--- config.mk ---
export PLATFORM = sky130hd
export DESIGN_NAME = ap_ctrl_driver_flat
export DESIGN_NICKNAME = d
export VERILOG_FILES = /design/src/rtl/ap_ctrl_driver_if.sv /design/src/rtl/ap_ctrl_driver.sv /design/src/flat_wrapper.sv
export SDC_FILE = /design/constraint.sdc
export NUM_CORES = 1
export LEC_CHECK = 0
export CORE_ASPECT_RATIO = 1.75
export CORE_UTILIZATION = 58
export CTS_CLUSTER_DIAMETER = 200
export DETAILED_ROUTE_END_ITERATION = 8
export PLACE_DENSITY_LB_ADDON = 0.1
export SETUP_SLACK_MARGIN = 0.02
export SLEW_MARGIN = 20
export SYNTH_ARGS = -nofsm -noshare
export SYNTH_HDL_FRONTEND = slang
export SYNTH_SLANG_ARGS = --single-unit
--- constraint.sdc ---
create_clock -name clock -period 7.7 [get_ports clock]
set_input_delay 1.54 -clock clock [delete_from_list [all_inputs] [get_ports clock]]
set_output_delay 1.54 -clock clock [all_outputs]
set_load 0.03 [all_outputs]
--- src/rtl/ap_ctrl_driver_if.sv ---
// ap_ctrl_hs block-level handshake bundle between an initiator and an HLS top.
// The master drives ap_start. The slave returns ap_ready and ap_done.
interface ap_ctrl_driver_if;
    logic ap_start;
    logic ap_ready;
    logic ap_done;

    modport master (
        output ap_start,
        input  ap_ready,
        input  ap_done
    );

    modport slave (
        input  ap_start,
        output ap_ready,
        output ap_done
    );
endinterface

--- src/rtl/ap_ctrl_driver.sv ---
// ap_ctrl_hs initiator: issues a programmed number of ap_start transactions and
// measures each transaction's latency with a stamp FIFO. It pulses finish when the run ends.
module ap_ctrl_driver #(
    parameter int unsigned TXN_W = 16,
    parameter int unsigned CNT_W = 32,
    parameter int unsigned DEPTH = 4
) (
    input  logic                clock,
    input  logic                reset,
    input  logic                cfg_start,
    input  logic [TXN_W-1:0]    cfg_num_txn,
    input  logic [7:0]          cfg_gap,
    ap_ctrl_driver_if.master    ap,
    output logic                busy,
    output logic                finish,
    output logic [TXN_W-1:0]    txn_issued,
    output logic [TXN_W-1:0]    txn_done,
    output logic [CNT_W-1:0]    last_latency,
    output logic [CNT_W-1:0]    max_latency,
    output logic [CNT_W-1:0]    total_cycles,
    output logic                err_unexp_done
);

    localparam int unsigned AW = $clog2(DEPTH);
    localparam int unsigned PW = AW + 1;
    localparam logic [PW-1:0] FullCnt = PW'(DEPTH);

    localparam logic [2:0] StIdle  = 3'd0;
    localparam logic [2:0] StStart = 3'd1;
    localparam logic [2:0] StGap   = 3'd2;
    localparam logic [2:0] StDrain = 3'd3;
    localparam logic [2:0] StFin   = 3'd4;

    logic [2:0]       state_q, state_d;
    logic [TXN_W-1:0] num_q, num_d;
    logic [7:0]       gap_q, gap_d;
    logic [7:0]       gap_cnt_q, gap_cnt_d;
    logic [CNT_W-1:0] cycle_cnt_q, cycle_cnt_d;
    logic             pushed_q, pushed_d;
    logic [PW-1:0]    wr_ptr_q, wr_ptr_d;
    logic [PW-1:0]    rd_ptr_q, rd_ptr_d;
    logic [CNT_W-1:0] mem_q [DEPTH];
    logic [CNT_W-1:0] mem_d [DEPTH];
    logic [TXN_W-1:0] issued_q, issued_d;
    logic [TXN_W-1:0] done_q, done_d;
    logic [CNT_W-1:0] last_q, last_d;
    logic [CNT_W-1:0] max_q, max_d;
    logic [CNT_W-1:0] total_q, total_d;
    logic             err_q, err_d;

    logic [PW-1:0]    fifo_cnt;
    logic             fifo_full;
    logic             fifo_empty;
    logic             ap_start;
    logic             push;
    logic             accept;
    logic             done_evt;
    logic             pop;
    logic [CNT_W-1:0] head;
    logic [CNT_W-1:0] lat;

    always_comb begin
        fifo_cnt   = wr_ptr_q - rd_ptr_q;
        fifo_full  = (fifo_cnt == FullCnt);
        fifo_empty = (fifo_cnt == '0);
        // Once a transaction is stamped, ap_start stays high until ap_ready even if the FIFO fills.
        ap_start   = (state_q == StStart) && (pushed_q || !fifo_full);
        push       = ap_start && !pushed_q;
        accept     = ap_start && ap.ap_ready;
        done_evt   = ap.ap_done && (state_q != StIdle);
        pop        = done_evt && !fifo_empty;
        head       = mem_q[rd_ptr_q[AW-1:0]];
        lat        = cycle_cnt_q - head;
    end

    assign ap.ap_start    = ap_start;
    assign busy           = (state_q != StIdle);
    assign finish         = (state_q == StFin);
    assign txn_issued     = issued_q;
    assign txn_done       = done_q;
    assign last_latency   = last_q;
    assign max_latency    = max_q;
    assign total_cycles   = total_q;
    assign err_unexp_done = err_q;

    always_comb begin
        state_d     = state_q;
        num_d       = num_q;
        gap_d       = gap_q;
        gap_cnt_d   = gap_cnt_q;
        cycle_cnt_d = cycle_cnt_q;
        pushed_d    = pushed_q;
        wr_ptr_d    = wr_ptr_q;
        rd_ptr_d    = rd_ptr_q;
        mem_d       = mem_q;
        issued_d    = issued_q;
        done_d      = done_q;
        last_d      = last_q;
        max_d       = max_q;
        total_d     = total_q;
        err_d       = err_q;

        if (state_q != StIdle && cycle_cnt_q != '1) begin
            cycle_cnt_d = cycle_cnt_q + CNT_W'(1);
        end

        if (push) begin
            mem_d[wr_ptr_q[AW-1:0]] = cycle_cnt_q;
            wr_ptr_d = wr_ptr_q + PW'(1);
            pushed_d = 1'b1;
        end
        if (accept) begin
            pushed_d = 1'b0;
            issued_d = issued_q + TXN_W'(1);
        end

        if (pop) begin
            rd_ptr_d = rd_ptr_q + PW'(1);
            last_d   = lat;
            max_d    = (lat > max_q) ? lat : max_q;
            done_d   = done_q + TXN_W'(1);
        end else if (done_evt) begin
            err_d = 1'b1;
        end

        case (state_q)
            StIdle: begin
                if (cfg_start) begin
                    num_d       = cfg_num_txn;
                    gap_d       = cfg_gap;
                    gap_cnt_d   = '0;
                    cycle_cnt_d = '0;
                    pushed_d    = 1'b0;
                    wr_ptr_d    = '0;
                    rd_ptr_d    = '0;
                    issued_d    = '0;
                    done_d      = '0;
                    last_d      = '0;
                    max_d       = '0;
                    err_d       = 1'b0;
                    state_d     = (cfg_num_txn == '0) ? StFin : StStart;
                end
            end
            StStart: begin
                if (accept) begin
                    if (issued_d == num_q) begin
                        // A zero-latency DUT may already have completed everything.
                        state_d = (done_d == issued_d) ? StFin : StDrain;
                    end else if (gap_q != '0) begin
                        gap_cnt_d = gap_q;
                        state_d   = StGap;
                    end
                end
            end
            StGap: begin
                if (gap_cnt_q <= 8'd1) begin
                    state_d = StStart;
                end else begin
                    gap_cnt_d = gap_cnt_q - 8'd1;
                end
            end
            StDrain: begin
                if (done_d == issued_q) begin
                    state_d = StFin;
                end
            end
            StFin: begin
                total_d = cycle_cnt_q;
                state_d = StIdle;
            end
            default: state_d = StIdle;
        endcase
    end

    always_ff @(posedge clock) begin
        if (reset) begin
            state_q     <= StIdle;
            num_q       <= '0;
            gap_q       <= '0;
            gap_cnt_q   <= '0;
            cycle_cnt_q <= '0;
            pushed_q    <= 1'b0;
            wr_ptr_q    <= '0;
            rd_ptr_q    <= '0;
            mem_q       <= '{default: '0};
            issued_q    <= '0;
            done_q      <= '0;
            last_q      <= '0;
            max_q       <= '0;
            total_q     <= '0;
            err_q       <= 1'b0;
        end else begin
            state_q     <= state_d;
            num_q       <= num_d;
            gap_q       <= gap_d;
            gap_cnt_q   <= gap_cnt_d;
            cycle_cnt_q <= cycle_cnt_d;
            pushed_q    <= pushed_d;
            wr_ptr_q    <= wr_ptr_d;
            rd_ptr_q    <= rd_ptr_d;
            mem_q       <= mem_d;
            issued_q    <= issued_d;
            done_q      <= done_d;
            last_q      <= last_d;
            max_q       <= max_d;
            total_q     <= total_d;
            err_q       <= err_d;
        end
    end

endmodule

--- src/flat_wrapper.sv ---
// flat-port wrapper written by rule: the top's interface ports become plain ports
module ap_ctrl_driver_flat 
#(
    parameter int unsigned TXN_W = 16,
    parameter int unsigned CNT_W = 32,
    parameter int unsigned DEPTH = 4
)
  (clock, reset, cfg_start, cfg_num_txn, cfg_gap, busy, finish, txn_issued, txn_done, last_latency, max_latency, total_cycles, err_unexp_done, ap_ap_start, ap_ap_ready, ap_ap_done);
  ap_ctrl_driver_if ap_i ();
  input  logic clock;
  input  logic reset;
  input  logic cfg_start;
  input  logic [TXN_W-1:0] cfg_num_txn;
  input  logic [7:0] cfg_gap;
  output logic busy;
  output logic finish;
  output logic [TXN_W-1:0] txn_issued;
  output logic [TXN_W-1:0] txn_done;
  output logic [CNT_W-1:0] last_latency;
  output logic [CNT_W-1:0] max_latency;
  output logic [CNT_W-1:0] total_cycles;
  output logic err_unexp_done;
  output wire logic [$bits(ap_i.ap_start)-1:0] ap_ap_start;
  input wire logic [$bits(ap_i.ap_ready)-1:0] ap_ap_ready;
  input wire logic [$bits(ap_i.ap_done)-1:0] ap_ap_done;
  assign ap_ap_start = ap_i.ap_start;
  assign ap_i.ap_ready = ap_ap_ready;
  assign ap_i.ap_done = ap_ap_done;
  ap_ctrl_driver #(.TXN_W(TXN_W), .CNT_W(CNT_W), .DEPTH(DEPTH)) u_core (.clock(clock), .reset(reset), .cfg_start(cfg_start), .cfg_num_txn(cfg_num_txn), .cfg_gap(cfg_gap), .ap(ap_i), .busy(busy), .finish(finish), .txn_issued(txn_issued), .txn_done(txn_done), .last_latency(last_latency), .max_latency(max_latency), .total_cycles(total_cycles), .err_unexp_done(err_unexp_done));
endmodule
# == Yosys cells after proc, flatten, opt, wreduce, memory -nomap -nowiden ==
# Index checks and enable logic that the tools add are counted.
# word_totals
input_bits,29
out_inout_bits,132
word_cells,121
reg_bits,331
# op_classes
mux,51
eq_ne,17
n_lt_le_gt_ge,5
bitwise_logic,2
n_reduce_logical,20
n_addsub,8
# ops
op,n
$mux 32,13
$bwmux 128,1
$mux 16,6
$bmux 32 s2,1
$demux 32 s2,1
$eq 16x16->1,3
$mux 3,14
$mux 8,5
$add 16x1->16 const B,2
$add 32x1->32 const B,1
$gt 32x32->1,1
$ne 32x32->1 const B,1
$sub 32x32->32,1
$pmux 8 s3,1
$logic_not 16->1,1
$pmux 3 s4,1
$le 8x1->1 const B,1
$mux 1,8
$ne 2x2->1 const B,4
$reduce_bool 8->1,1
$sub 8x1->8 const B,1
$logic_and 1x1->1,7
$add 3x1->3 const B,2
$eq 3x2->1 const B,2
15 further kinds,24

# == Logic depth before layout (Yosys ltp) ==
# depth
ltp_word,12
mapped_depth,28
ltp_nobuf,24

# == Worst setup path before layout ==
# Ideal clock, no wire load.
# synth_path
kind,register to register
start,register u_core.rd_ptr_q[0]
end,register u_core.max_q[23] (netlist: u_core.max_latency[23])
arrival_ps,5940
synth_period_minus_slack_ps,6011
required_ps,7630
setup_time_ps,70
n_path_buf,5
stages_incl_launch_ff,26
slack_ps,1689
path_cell_list,dfxtp_1 -> clkbuf_1 -> buf_1 -> clkbuf_1 -> mux4_2 -> inv_1 -> ha_1 -> and4_1 -> nand2_1 -> o221a_2 -> o21ai_0 -> a211oi_1 -> o41a_1 -> o21bai_1 -> a21oi_1 -> xnor2_1 -> ha_1 -> nand4_1 -> or2_2 -> nor4_1 -> a211oi_1 -> nor2_1 -> buf_1 -> clkbuf_1 -> nand2_1 -> a21oi_1
# synth_via
elab_chain_cells,10
elab_cells_between_ends,14
cone_classes,add/sub (2); order compare (1); mux (7); bitwise (1); reduce/logical (3)
# synth_lines
item,line_no,source
"start, declared",ap_ctrl_driver.sv:41,"logic [PW-1:0] rd_ptr_q, rd_ptr_d;"
"start signal, assigned",ap_ctrl_driver.sv:200,rd_ptr_q <= rd_ptr_d;
$not 2->3 (implied by the code),ap_ctrl_driver.sv:72,head = mem_q[rd_ptr_q[AW-1:0]];
$bmux 32 s2,ap_ctrl_driver.sv:72,
$mux 32 (implied by the code) (2 in series),ap_ctrl_driver.sv:72,
$sub 32x32->32,ap_ctrl_driver.sv:73,lat = cycle_cnt_q - head;
$gt 32x32->1,ap_ctrl_driver.sv:120,max_d = (lat > max_q) ? lat : max_q;
$mux 32,ap_ctrl_driver.sv:120,
$mux 32 (*),ap_ctrl_driver.sv:117,if (pop) begin
$mux 32,ap_ctrl_driver.sv:128,if (cfg_start) begin
$mux 32 (*),ap_ctrl_driver.sv:126,case (state_q)
"end signal, assigned",ap_ctrl_driver.sv:205,max_q <= max_d;
"end, declared",ap_ctrl_driver.sv:47,"logic [CNT_W-1:0] max_q, max_d;"
# Mark *: on every way between the ends. The rest lies on a longest branch, timed or not. The select of a mux whose other input is x is not followed.
# A chain may end at the register's enable or synchronous reset.

# == Worst setup path after layout ==
# layout_path
start,register u_core.rd_ptr_q[0]
end,register u_core.max_q[29] (netlist: u_core.max_latency[29])
# The elaborated chain is that of the path after synthesis.

==> run summary <==
Mapped Cells - 2,194
First-pass GRT wire length - 82,600 um
Post-layout minimum cycle time - 6.77 ns
Fmax - 0.148 GHz
Vias in the first global route - 15,500
Routed Wire Length - 52,700 um
Seq pwr share - 0.400
Post-synth top area cell - dfxtp_1
Root Buffer - clkbuf_16
Final worst slack - 0.933 ns
Pwr Density - 227 nW/um^2
Mapped Nets - 2,299
Initial antenna violation count - 0
Netlist cell types - 85
Slowest cell delay on critical path - 0.85 ns
Worst Setup End Kind - flop
Switching Share - 0.331
Area share of the largest cell type after synthesis - 0.380
Worst Path Class, Setup - flop to flop
Asr flop ratio synth - 0
Routability cong. - 0.957
Final net count - 2,356
Dominant synthesized flop cell - dfxtp_1
YS warnings - 0
Synth Area per Inst - 7.95 um^2
Layout cell share with drive strength beyond 1 - 0.0643
Rows - 83
Die height - 231 um
NetSw - 1.52 mW
Hold WC Path Type - flop to flop
Max_slew headroom - 0.319
Final Hold Fails - 0
CTS sink count - 331
Die area - 30,800 um^2
Fillers - 2,533
Post-CTS Repair Setup Buffers - 0
Final-report setup violation count - 0
Initial core utilization - 0.591
Worst slack, placed - 1.02 ns
Initial DRC count - 826
Worst vdd ir - 0.216 mV
GR Util All Layers - 0.342
Comb pwr share - 0.252
DRC viols - 0
CP Cell Sequence - mux4_2 -> inv_1 -> ha_1 -> nor2b_1 -> o31a_1 -> o21ai_0 -> o21ai_0 -> a211oi_1 -> o41a_1 -> o21bai_1 -> a21oi_1 -> xnor2_1 -> ha_1 -> nand4_1 -> or2_2 -> nor4_1 -> a211oi_1 -> nor2_2 -> buf_12 -> nor3_1 -> a31o_2
Htree depth - 1
Status - complete, no violations
Worst skew pair latency - 0.58 ns
Sequential cell area fraction in the yosys report - 0.380
Diodes inserted - 0
#FFs+latches synth - 331
RSZ-0062 raised after global routing - false
Top post-synthesis cells by area - dfxtp_1, nand2_1, a21oi_1
WL/cell - 19.9 um
Setup_tns - 0 ns
Most frequent cells after synthesis - nand2_1, dfxtp_1, a21oi_1
Core Box Area - 29,500 um^2
Setup Skew - 0.0127 ns
Worst slew pin tran - 1.02 ns
Grt total ovfl - 0
CTS tree - done
Worst EP required - 8.18 ns
Crit-path max FO - 20
CP top delay family - compound AO/OA/AOI/OAI gates
Area grow syn2layout - 15.7%
Part of the cycle the worst path needs - 0.879
Worst EP arrival - 7.24 ns
Kind of launch point of the worst setup path - flop
Largest net degree at the start of global routing - 110
I/O pins - 161
Post-CTS Resized - 0
Via density - 6.01
TritonRoute pass-1 iters - 8
Detailed Place HPWL - 38,100 um
Buf+Inv Stages, Crit Path - 2
Clock slew at reported path FFs - 0.06 ns
Pint - 3.07 mW
Die W - 133 um
Port buffer count - 160
Max-cap violations - 0
CTS Buffer Depth - 3
Most frequent cell after synthesis - nand2_1
Highest-delay cell along the critical path - dfxtp_1
Post-CTS Hold Fix Bufs - 0
Clock group share of total power - 0.348
ANT nets after route - 0
Post-synth EDFFs - 0
Synthesized cell area - 17,400 um^2
Vias - 15,900
Final slew viol count - 0
Lkg Pwr - 6.95 nW
CTS Buf Count - 30
==> state kept, by name, summed over array words and instances, names as in the netlist <==
| name | flops |
|---|---|
| u_core.cycle_cnt_q | 32 |
| u_core.err_unexp_done | 1 |
| u_core.gap_cnt_q | 8 |
| u_core.gap_q | 8 |
| u_core.last_latency | 32 |
| u_core.max_latency | 32 |
| u_core.mem_q | 128 |
| u_core.num_q | 16 |
| u_core.pushed_q | 1 |
| u_core.rd_ptr_q | 3 |
| u_core.state_q | 3 |
| u_core.total_cycles | 32 |
| u_core.txn_done | 16 |
| u_core.txn_issued | 16 |
| u_core.wr_ptr_q | 3 |
==> power by group through the flow <==
stage | logic (mW) | registers (mW) | clock network, mW
finish | 1.16 | 1.83 | 1.60
global placement | 1.12 | 1.87 | 0
global route | 1.26 | 1.84 | 1.67
floorplan | 0.817 | 1.84 | 0
CTS | 1.14 | 1.83 | 1.61
detailed placement | 1.14 | 1.87 | 0
==> layer usage <==
| metal | share of wire | track usage | vias up |
|---|---|---|---|
| met3 | 0.045 | 0.0350 | 182 |
| met1 | 0.35 | 0.344 | 7668 |
| met5 | 0 | 0 | - |
| met2 | 0.53 | 0.646 | 502 |
| met4 | 0.078 | 0.247 | 0 |
| li1 | - | - | 7589 |
==> tightest hold or removal path: stages (launching register included) <==
cell     delay [ns]
dfxtp_1        0.31
nand2_1        0.05
a21oi_1        0.05
==> cells by family after synthesis <==
kind of cell,synth area share
muxes,0.0546
buffers and inverters,0.0535
adders and majority gates,0.0550
AOI/OAI and AO/OA,0.158
xor gates and xnor gates,0.0691
DFF,0.380
and+or+nand+nor,0.230
==> cells in the final DEF (no fill, tap or decap), types with 14 or more instances in the layout <==
cell	instances
a21o_1	27
or3_1	14
nor2b_1	16
o21ai_0	36
and2_1	16
nand4_1	34
mux4_2	32
nor4_1	17
nand2_1	511
nor2_1	143
inv_1	90
buf_4	19
and4_1	15
ha_1	75
clkbuf_16	31
a21oi_1	276
nor3_1	18
dfxtp_1	330
nand3_1	50
and3_1	14
clkdlybuf4s50_1	159
xnor2_1	92
xor2_1	36
==> per-stage QoR <==
| stage | instance area [um^2] | instances | utilization | total power [mW] | hold WS (ns) |
|---|---|---|---|---|---|
| after floorplan | 17400 | 2194 | - | 2.65 | 0.433 |
| after global placement | 19100 | 2601 | 0.648 | 2.98 | 0.439 |
| after detailed placement | 19100 | 2601 | 0.648 | 3.01 | 0.443 |
| after CTS | 20200 | 2653 | 0.684 | 4.59 | 0.452 |
| after global routing | 20200 | 2653 | 0.684 | 4.77 | 0.469 |
| final | 20200 | 2653 | 0.684 | 4.59 | 0.451 |
==> worst paths after layout <==
check                                start                                 to  slack [ns]  cells after the start
min reg2reg  u_core.mem_q[63]$_SDFFE_PP0P_      u_core.mem_q[63]$_SDFFE_PP0P_        0.45                      2
min          u_core.mem_q[63]$_SDFFE_PP0P_      u_core.mem_q[63]$_SDFFE_PP0P_        0.45                      2
max          u_core.rd_ptr_q[0]$_SDFF_PP0_  u_core.max_latency[29]$_SDFF_PP0_        0.93                     21
max reg2reg  u_core.rd_ptr_q[0]$_SDFF_PP0_  u_core.max_latency[29]$_SDFF_PP0_        0.93                     21
==> final cells by class <==
class / instances / area, um^2 / share of cell area
clock inverters: 14 / 188 / 0.00931
flip-flops and latches: 331 / 6630 / 0.329
inverters: 91 / 342 / 0.0169
multi-input cells: 1617 / 9910 / 0.492
repair buffers: 180 / 1770 / 0.0875
clock buffers: 38 / 852 / 0.0423
well taps: 382 / 478 / 0.0237
Power figures use the tool's default switching activity.
